$ cat config.mk
export PLATFORM = sky130hd
export DESIGN_NAME = vga_timing_ctrl
export DESIGN_NICKNAME = d
export VERILOG_FILES = /design/src/rtl/vga_timing_pkg.sv /design/src/rtl/vga_delay_line.sv /design/src/rtl/vga_timing_ctrl.sv
export SDC_FILE = /design/constraint.sdc
export NUM_CORES = 1
export LEC_CHECK = 0
export CAP_MARGIN = 20
export CORE_UTILIZATION = 58
export DETAILED_ROUTE_END_ITERATION = 12
export PLACE_DENSITY_LB_ADDON = 0.3
export SYNTH_ARGS = -nofsm -noshare
export SYNTH_HDL_FRONTEND = slang
export SYNTH_SLANG_ARGS = --single-unit
export TNS_END_PERCENT = 100
$ cat constraint.sdc
create_clock -name clkp -period 5.05 [get_ports clkp]
set_clock_uncertainty 0.05 [all_clocks]
set_input_delay 1.01 -clock clkp [delete_from_list [all_inputs] [get_ports clkp]]
set_output_delay 1.01 -clock clkp [all_outputs]
set_load 0.02 [all_outputs]
$ cat src/rtl/vga_timing_pkg.sv
// Shared types, 640x480@60 default timings and total-length helpers for the VGA timing controller.
package vga_timing_pkg;

    typedef enum logic [1:0] {IDLE, RUN, DRAIN} vtc_state_t;

    localparam int DEF_H_ACTIVE  = 640;
    localparam int DEF_H_FP      = 16;
    localparam int DEF_H_SYNC    = 96;
    localparam int DEF_H_BP      = 48;
    localparam int DEF_V_ACTIVE  = 480;
    localparam int DEF_V_FP      = 10;
    localparam int DEF_V_SYNC    = 2;
    localparam int DEF_V_BP      = 33;
    localparam int DEF_FETCH_LAT = 2;

    function automatic int h_total(input int active, input int fp, input int sync, input int bp);
        return active + fp + sync + bp;
    endfunction

    function automatic int v_total(input int active, input int fp, input int sync, input int bp);
        return active + fp + sync + bp;
    endfunction

endpackage

$ cat src/rtl/vga_delay_line.sv
// Async-reset shift register that aligns de/sync with the pixel data returned by the fetch pipeline.
module vga_delay_line #(
    parameter int DEPTH = 2,
    parameter int WIDTH = 3
) (
    input  logic             clkp,
    input  logic             rst_n,
    input  logic [WIDTH-1:0] d,
    output logic [WIDTH-1:0] q
);

    logic [WIDTH-1:0] sr [DEPTH];

    always_ff @(posedge clkp or negedge rst_n) begin
        if (!rst_n) begin
            for (int i = 0; i < DEPTH; i++) sr[i] <= '0;
        end else begin
            sr[0] <= d;
            for (int i = 1; i < DEPTH; i++) sr[i] <= sr[i-1];
        end
    end

    assign q = sr[DEPTH-1];

endmodule

$ cat src/rtl/vga_timing_ctrl.sv
// VGA timing sequencer: fetch requests lead de/hsync/vsync by FETCH_LAT cycles; frames always complete.
// Optional macro VGA_TIMING_FRAME_CNT_EN adds an 8-bit frame counter output.
module vga_timing_ctrl
    import vga_timing_pkg::*;
#(
    parameter int H_ACTIVE  = DEF_H_ACTIVE,
    parameter int H_FP      = DEF_H_FP,
    parameter int H_SYNC    = DEF_H_SYNC,
    parameter int H_BP      = DEF_H_BP,
    parameter int V_ACTIVE  = DEF_V_ACTIVE,
    parameter int V_FP      = DEF_V_FP,
    parameter int V_SYNC    = DEF_V_SYNC,
    parameter int V_BP      = DEF_V_BP,
    parameter bit H_POL     = 1'b0,
    parameter bit V_POL     = 1'b0,
    parameter int FETCH_LAT = DEF_FETCH_LAT
) (
    input  logic       clkp,
    input  logic       rst_n,
    input  logic       enable,
    output logic       fetch_req,
    output logic [9:0] fetch_x,
    output logic [9:0] fetch_y,
    output logic       line_start,
    output logic       frame_start,
    output logic       running,
    output logic       de,
    output logic       hsync,
    output logic       vsync
`ifdef VGA_TIMING_FRAME_CNT_EN
    ,
    output logic [7:0] frame_cnt
`endif
);

    localparam int H_TOTAL = h_total(H_ACTIVE, H_FP, H_SYNC, H_BP);
    localparam int V_TOTAL = v_total(V_ACTIVE, V_FP, V_SYNC, V_BP);

    localparam logic [9:0] H_LAST = 10'(H_TOTAL - 1);
    localparam logic [9:0] V_LAST = 10'(V_TOTAL - 1);
    localparam logic [9:0] H_ACT  = 10'(H_ACTIVE);
    localparam logic [9:0] V_ACT  = 10'(V_ACTIVE);
    localparam logic [9:0] HS_BEG = 10'(H_ACTIVE + H_FP);
    localparam logic [9:0] HS_END = 10'(H_ACTIVE + H_FP + H_SYNC);
    localparam logic [9:0] VS_BEG = 10'(V_ACTIVE + V_FP);
    localparam logic [9:0] VS_END = 10'(V_ACTIVE + V_FP + V_SYNC);

    vtc_state_t state, state_nxt;
    logic [9:0] h_cnt, v_cnt;
    logic       at_end;
    logic       active;
    logic       hs_raw, vs_raw;
    logic       hs_f, vs_f;
    logic [2:0] dl_q;

    assign at_end = (h_cnt == H_LAST) && (v_cnt == V_LAST);
    assign active = (h_cnt < H_ACT) && (v_cnt < V_ACT) && (state != IDLE);
    assign hs_raw = (h_cnt >= HS_BEG) && (h_cnt < HS_END);
    assign vs_raw = (v_cnt >= VS_BEG) && (v_cnt < VS_END);

    always_ff @(posedge clkp or negedge rst_n) begin
        if (!rst_n) state <= IDLE;
        else        state <= state_nxt;
    end

    // DRAIN only drops to IDLE on the very last pixel, so a frame is never cut short.
    always_comb begin
        state_nxt = state;
        case (state)
            IDLE:    if (enable) state_nxt = RUN;
            RUN:     if (!enable) state_nxt = DRAIN;
            DRAIN: begin
                if (enable)      state_nxt = RUN;
                else if (at_end) state_nxt = IDLE;
            end
            default: state_nxt = IDLE;
        endcase
    end

    always_ff @(posedge clkp or negedge rst_n) begin
        if (!rst_n) begin
            h_cnt <= '0;
            v_cnt <= '0;
        end else if (state == IDLE) begin
            h_cnt <= '0;
            v_cnt <= '0;
        end else if (h_cnt == H_LAST) begin
            h_cnt <= '0;
            v_cnt <= (v_cnt == V_LAST) ? 10'd0 : v_cnt + 10'd1;
        end else begin
            h_cnt <= h_cnt + 10'd1;
        end
    end

    always_ff @(posedge clkp or negedge rst_n) begin
        if (!rst_n) begin
            fetch_req   <= 1'b0;
            fetch_x     <= '0;
            fetch_y     <= '0;
            line_start  <= 1'b0;
            frame_start <= 1'b0;
            hs_f        <= 1'b0;
            vs_f        <= 1'b0;
        end else begin
            fetch_req   <= active;
            line_start  <= active && (h_cnt == 10'd0);
            frame_start <= active && (h_cnt == 10'd0) && (v_cnt == 10'd0);
            hs_f        <= hs_raw;
            vs_f        <= vs_raw;
            if (active) begin
                fetch_x <= h_cnt;
                fetch_y <= v_cnt;
            end
        end
    end

    vga_delay_line #(
        .DEPTH(FETCH_LAT),
        .WIDTH(3)
    ) u_delay (
        .clkp (clkp),
        .rst_n(rst_n),
        .d    ({fetch_req, hs_f, vs_f}),
        .q    (dl_q)
    );

    assign de      = dl_q[2];
    assign hsync   = dl_q[1] ? H_POL : ~H_POL;
    assign vsync   = dl_q[0] ? V_POL : ~V_POL;
    assign running = (state != IDLE);

`ifdef VGA_TIMING_FRAME_CNT_EN
    always_ff @(posedge clkp or negedge rst_n) begin
        if (!rst_n)           frame_cnt <= '0;
        else if (frame_start) frame_cnt <= frame_cnt + 8'd1;
    end
`endif

endmodule

After elaboration in Yosys (flattened, before gate mapping)
Cells that the tools add are included.
Storage, ports and cells
  input port bits: 3
  memories: 0
  bits in registers: 53
  bits in read-only memories: 0
  memory bits (writable): 0
  bits in latches: 0
  output and inout port bits: 27
Cells by class
  shift-type cells: 0
  reductions and logical operators: 13
  add/subtract/negate cells: 2
  equal/unequal tests: 7
  bitwise gates (word level): 0
  order comparisons: 6
  mux-type cells: 12
  div/mod/pow operators: 0
  multipliers: 0
Operator list (number)
  two-way mux 10 bit: 5
  adder 10 x 1 -> 10 bit (second input constant): 2
  == test 10 bit (second input constant): 2
  logical NOT 10 bit: 2
  less-than comparator 10 bit (second input constant): 2
  less-than comparator 10 x 9 -> 1 bit (second input constant): 2
  greater-or-equal comparator 10 bit (second input constant): 1
  greater-or-equal comparator 10 x 9 -> 1 bit (second input constant): 1
  two-way mux 2 bit: 4
  logical AND 1 bit: 7
  case mux 2 bit (3 select lines): 1
  != test 2 bit (second input constant): 2
  nonzero test 2 bit: 2
  != test 3 bit (second input constant): 1
  AND reduction 3 bit: 1
  == test 2 x 1 -> 1 bit (second input constant): 1
  == test 2 bit (second input constant): 1
  logical NOT 2 bit: 1
  two-way mux 1 bit: 2

Depth between registers and ports, before layout
  depth in word-level cells: 5
  mapped depth: 7
  mapped depth without buffers: 6

Modules after synthesis
Synthesis repeated with hierarchy kept, for this count alone.
Second synthesis, totals
  cells, all modules: 207
  area total of the unflattened synthesis: 2359.8 µm²
By module, submodules not included
  vga_timing_ctrl: cells an instance 198, area an instance 2187.1 µm², instances 1, seq. area each 1176.1 µm²
  vga_delay_line: cells an instance 9, area an instance 172.7 µm², instances 1, seq. area each 150.1 µm²

Worst setup path before layout
No wires, ideal clock.
  path kind: register to register
  from: reg v_cnt[0]
  to: reg v_cnt[3]
  library setup time: 0.121 ns
  period minus slack after synthesis: 2.018 ns
  data arrival time: 1.847 ns
  setup slack: 3.032 ns
  cell stages (with the launch flop): 8
  cell sequence: dfrtp_1 -> inv_1 -> ha_1 -> or4b_4 -> o41ai_4 -> buf_4 -> o21ai_1 -> a22o_1
On the way
  longest elaborated chain between the ends: 4
  elaborated cells on any way between the ends: 5
  classes of those cells: add/sub (1); eq/ne (1); mux (3)
RTL lines
  from (decl): RTL line vga_timing_ctrl.sv:49  | logic [9:0] h_cnt, v_cnt;
  from (signal assigned): RTL line vga_timing_ctrl.sv:89  | v_cnt <= (v_cnt == V_LAST) ? 10'd0 : v_cnt + 10'd1;
  adder 10 x 1 -> 10 bit / == test 10 bit (equally long branches): RTL line vga_timing_ctrl.sv:89
  two-way mux 10 bit (*): RTL line vga_timing_ctrl.sv:89
  two-way mux 10 bit (*): RTL line vga_timing_ctrl.sv:87  | end else if (h_cnt == H_LAST) begin
  two-way mux 10 bit (*): RTL line vga_timing_ctrl.sv:84  | end else if (state == IDLE) begin
Mark *: on every way between the ends. The rest lies on a longest branch, timed or not. The select of a mux whose other input is x is not followed.
A chain may end at the register's enable or synchronous reset.

Worst setup path after layout
  from: reg state[1]
  to: out running
On the way
  longest elaborated chain between the ends: 1
RTL lines
  from (decl): RTL line vga_timing_ctrl.sv:48  | vtc_state_t state, state_nxt;
  from (signal assigned): RTL line vga_timing_ctrl.sv:63  | else state <= state_nxt;
  nonzero test 2 bit: RTL line vga_timing_ctrl.sv:130  | assign running = (state != IDLE);
  to (decl): RTL line vga_timing_ctrl.sv:26  | output logic running,
Every way passes these cells.

==> Implementation_results.wiki <==
{| class="wikitable"
! Metric !! Value
|-
| Number of H-tree levels || 2
|-
| Number of nets in the layout || 227
|-
| Area of the die || 4190 um^2
|-
| Most frequent cells in the layout || sky130_fd_sc_hd__dfrtp_1 (53), sky130_fd_sc_hd__clkdlybuf4s50_1 (28), sky130_fd_sc_hd__mux2_2 (18), sky130_fd_sc_hd__nor2_1 (15), sky130_fd_sc_hd__nor3_1 (12)
|-
| Top_reg_cell synth || sky130_fd_sc_hd__dfrtp_1
|-
| Hold-critical path endpoint || u_delay.q[0]
|-
| Worst reg2reg setup slack || 2520 ps
|-
| Pwr per Cell Area || 335 nW/um^2
|-
| Yosys warns || 0
|-
| Critical Path RT || 3990 ps
|-
| Sort of element at the end of the critical path || output pin
|-
| Count of boundary I/O pins || 30
|-
| Initial DRT Pass Iterations || 4
|-
| Vias post-DR || 1556
|-
| Sequential cell area fraction in the yosys report || 58.2%
|-
| Static leakage || 1.24 nW
|-
| Final Hold Violating Endpoints || 0
|-
| Pin count of the biggest net entering global routing || 54
|-
| Largest driver fanout on the critical path || 6
|-
| Period Utilization, post-route || 57.0%
|-
| GPL Wtd Cong || 0.830
|-
| Mean number of vias per cell || 5.81
|-
| Startpoint of the lowest-slack register-to-register path || v_cnt[0]
|-
| Max Buffers Root-to-Sink || 2
|-
| Number of sinks driven by the clock tree || 53
|-
| Count of cell types in the netlist || 41
|-
| Critical setup path kind || reg -> out
|-
| Sum of net half-perimeters after detailed placement || 2850 um
|-
| Post-detailed-routing wire length || 4230 um
|-
| Number of cells upsized or downsized after cts || 0
|-
| Number of buffers inserted by hold repair at cts || 0
|-
| Antenna diode count || 0
|-
| CTS tree || built
|-
| Final hold slack || 307 ps
|-
| Aggregate global-route resource usage || 23.5%
|-
| Synth async-reset ratio || 100%
|-
| Syn_nets || 199
|-
| Number of DRC violations after detailed routing || 0
|-
| Worst rel slew slack || 32.7%
|-
| Layout area overhead || 18.8%
|-
| Summed negative setup slack over all endpoints || 0 ps
|-
| Number of port buffers || 29
|-
| Cell depth of the worst flop-to-flop path || 6
|-
| Summed instance area of the synthesized netlist || 2280 um^2
|-
| Via count of the first global-routing pass || 1536
|-
| Final antenna-violating net count || 0
|-
| Unrepaired setup endpoints after global routing || false
|-
| Most common library cell in the layout ignoring fill and taps || sky130_fd_sc_hd__dfrtp_1
|-
| Class of the tightest hold or removal check || reg -> reg
|-
| Capture point of the worst reg-to-reg path || v_cnt[9]
|-
| Buffers inserted during post-CTS setup optimization || 0
|-
| Reported max-cap violation count || 0
|-
| Number of instances in the synthesized netlist || 192
|-
| Average wire per cell in the routed design || 15.8 um
|-
| EDFF count, synth || 0
|-
| Share of final-layout standard cells stronger than drive strength 1 || 14.1%
|-
| Run status || finished, final reports clean
|-
| Hold Path Stages || 0
|-
| HP Start || u_delay.sr[3]
|-
| Kind of start point of the critical path || flip-flop
|-
| Number of cell rows || 22
|-
| Total global routing overflow || 0
|-
| Global-route wire length before repair || 7350 um
|-
| Max Clock Freq || 348 MHz
|-
| Num CTS Buffers || 5
|-
| Initial cell density of the core || 61.3%
|-
| Critical Path AT || 1820 ps
|-
| Core Area || 3720 um^2
|-
| Minimum clock period after layout || 2880 ps
|-
| Clk pin slew, worst setup/hold paths || 80 ps
|-
| Final Max Tran Viols || 0
|-
| Die boundary height || 64.7 um
|-
| Pin slew with the least headroom to its limit || 1010 ps
|-
| Setup Viol. Count Final || 0
|-
| Worst voltage drop across the vdd grid || 0.253 mV
|-
| Clock root buffer || sky130_fd_sc_hd__clkbuf_8
|-
| Die extent in x || 64.7 um
|-
| Clock insertion delay at the later pin of the skew report || 300 ps
|-
| Yosys reg bits || 53
|-
| Antenna violations before repair || 0
|-
| Initial drt markers || 85
|-
| Synthesized area divided by synthesized cell count || 11.9 um^2
|}
-- registers in the layout, summed over array words and instances (netlist names) --
name	cells
fetch_req	1
fetch_x	10
fetch_y	10
frame_start	1
h_cnt	10
hs_f	1
line_start	1
state	2
u_delay.q	3
u_delay.sr	3
v_cnt	10
vs_f	1
-- area by class of cell --
type	instances	area, um^2
Sequential cell	53	1330
Fill cell	259	1010
Multi-Input combinational cell	121	880
Timing Repair Buffer	30	305
Clock buffer	5	68.8
Tap cell	48	60.1
Clock inverter	2	35.0
Inverter	9	33.8
-- layer usage --
metal	GRT usage, %	share of wire [%]
met3	5.28	3.9
met1	32.9	45
met4	9.17	0.99
met5	0	0
met2	35.8	50
-- cells in the mapped netlist (4+ instances only) --
cell	count	area, um^2
sky130_fd_sc_hd__nand2_1	10	37.5
sky130_fd_sc_hd__nor2_1	15	56.3
sky130_fd_sc_hd__nor3_1	12	60.1
sky130_fd_sc_hd__xor2_1	5	43.8
sky130_fd_sc_hd__o21ai_1	4	20.0
sky130_fd_sc_hd__clkbuf_1	6	22.5
sky130_fd_sc_hd__inv_1	9	33.8
sky130_fd_sc_hd__ha_1	4	50.1
sky130_fd_sc_hd__mux2_2	18	203
sky130_fd_sc_hd__nand4_1	5	31.3
sky130_fd_sc_hd__nand3_1	5	25.0
sky130_fd_sc_hd__dfrtp_1	53	1330
sky130_fd_sc_hd__a22o_1	6	52.6
sky130_fd_sc_hd__and3_1	5	31.3
-- stage by stage --
step                      std cells  power, W  util (%)  setup WS [ps]  instance area, um^2
final                           268  0.000907      72.9           2170                 2710
after global routing            268  0.000947      72.9           2080                 2710
after CTS                       267  0.000914      72.4           2170                 2690
after detailed placement        260  0.000645      69.6           2520                 2580
after global placement          260  0.000639      69.6           2540                 2580
after floorplan                 192  0.000575         -           3030                 2280
-- critical path: stages (launching register included) --
cell and delay (ps):
sky130_fd_sc_hd__dfrtp_1 410, sky130_fd_sc_hd__nor2_1 320, sky130_fd_sc_hd__inv_1 210, sky130_fd_sc_hd__clkdlybuf4s50_1 590
-- where the power goes --
part           switching, W  internal (W)
Sequential        0.0000257      0.000455
Combinational     0.0000812     0.0000749
Clock              0.000126      0.000144
Total              0.000233      0.000674
-- worst max path at each step --
stage | cells past startpoint | slack [ps] | to | start
after floorplan | 7 | 3030 | v_cnt[3] | v_cnt[0]
after global placement | 3 | 2540 | running | state[1]
after detailed placement | 3 | 2520 | running | state[1]
after CTS | 3 | 2170 | running | state[1]
after global routing | 3 | 2080 | running | state[1]
final | 3 | 2170 | running | state[1]
-- cell families (layout without fill, tap and decap cells) --
family,count (synthesis),in the layout,synth area share [%]
AOI/OAI and AO/OA,24,24,8.51
xor gates and xnor gates,8,8,3.07
adders and majority gates,4,4,2.20
buffers and inverters,18,46,3.24
DFF,53,53,58.2
muxes,19,19,9.33
and+or+nand+nor,66,66,15.5
Note: power is estimated with default switching activity, not from simulation.
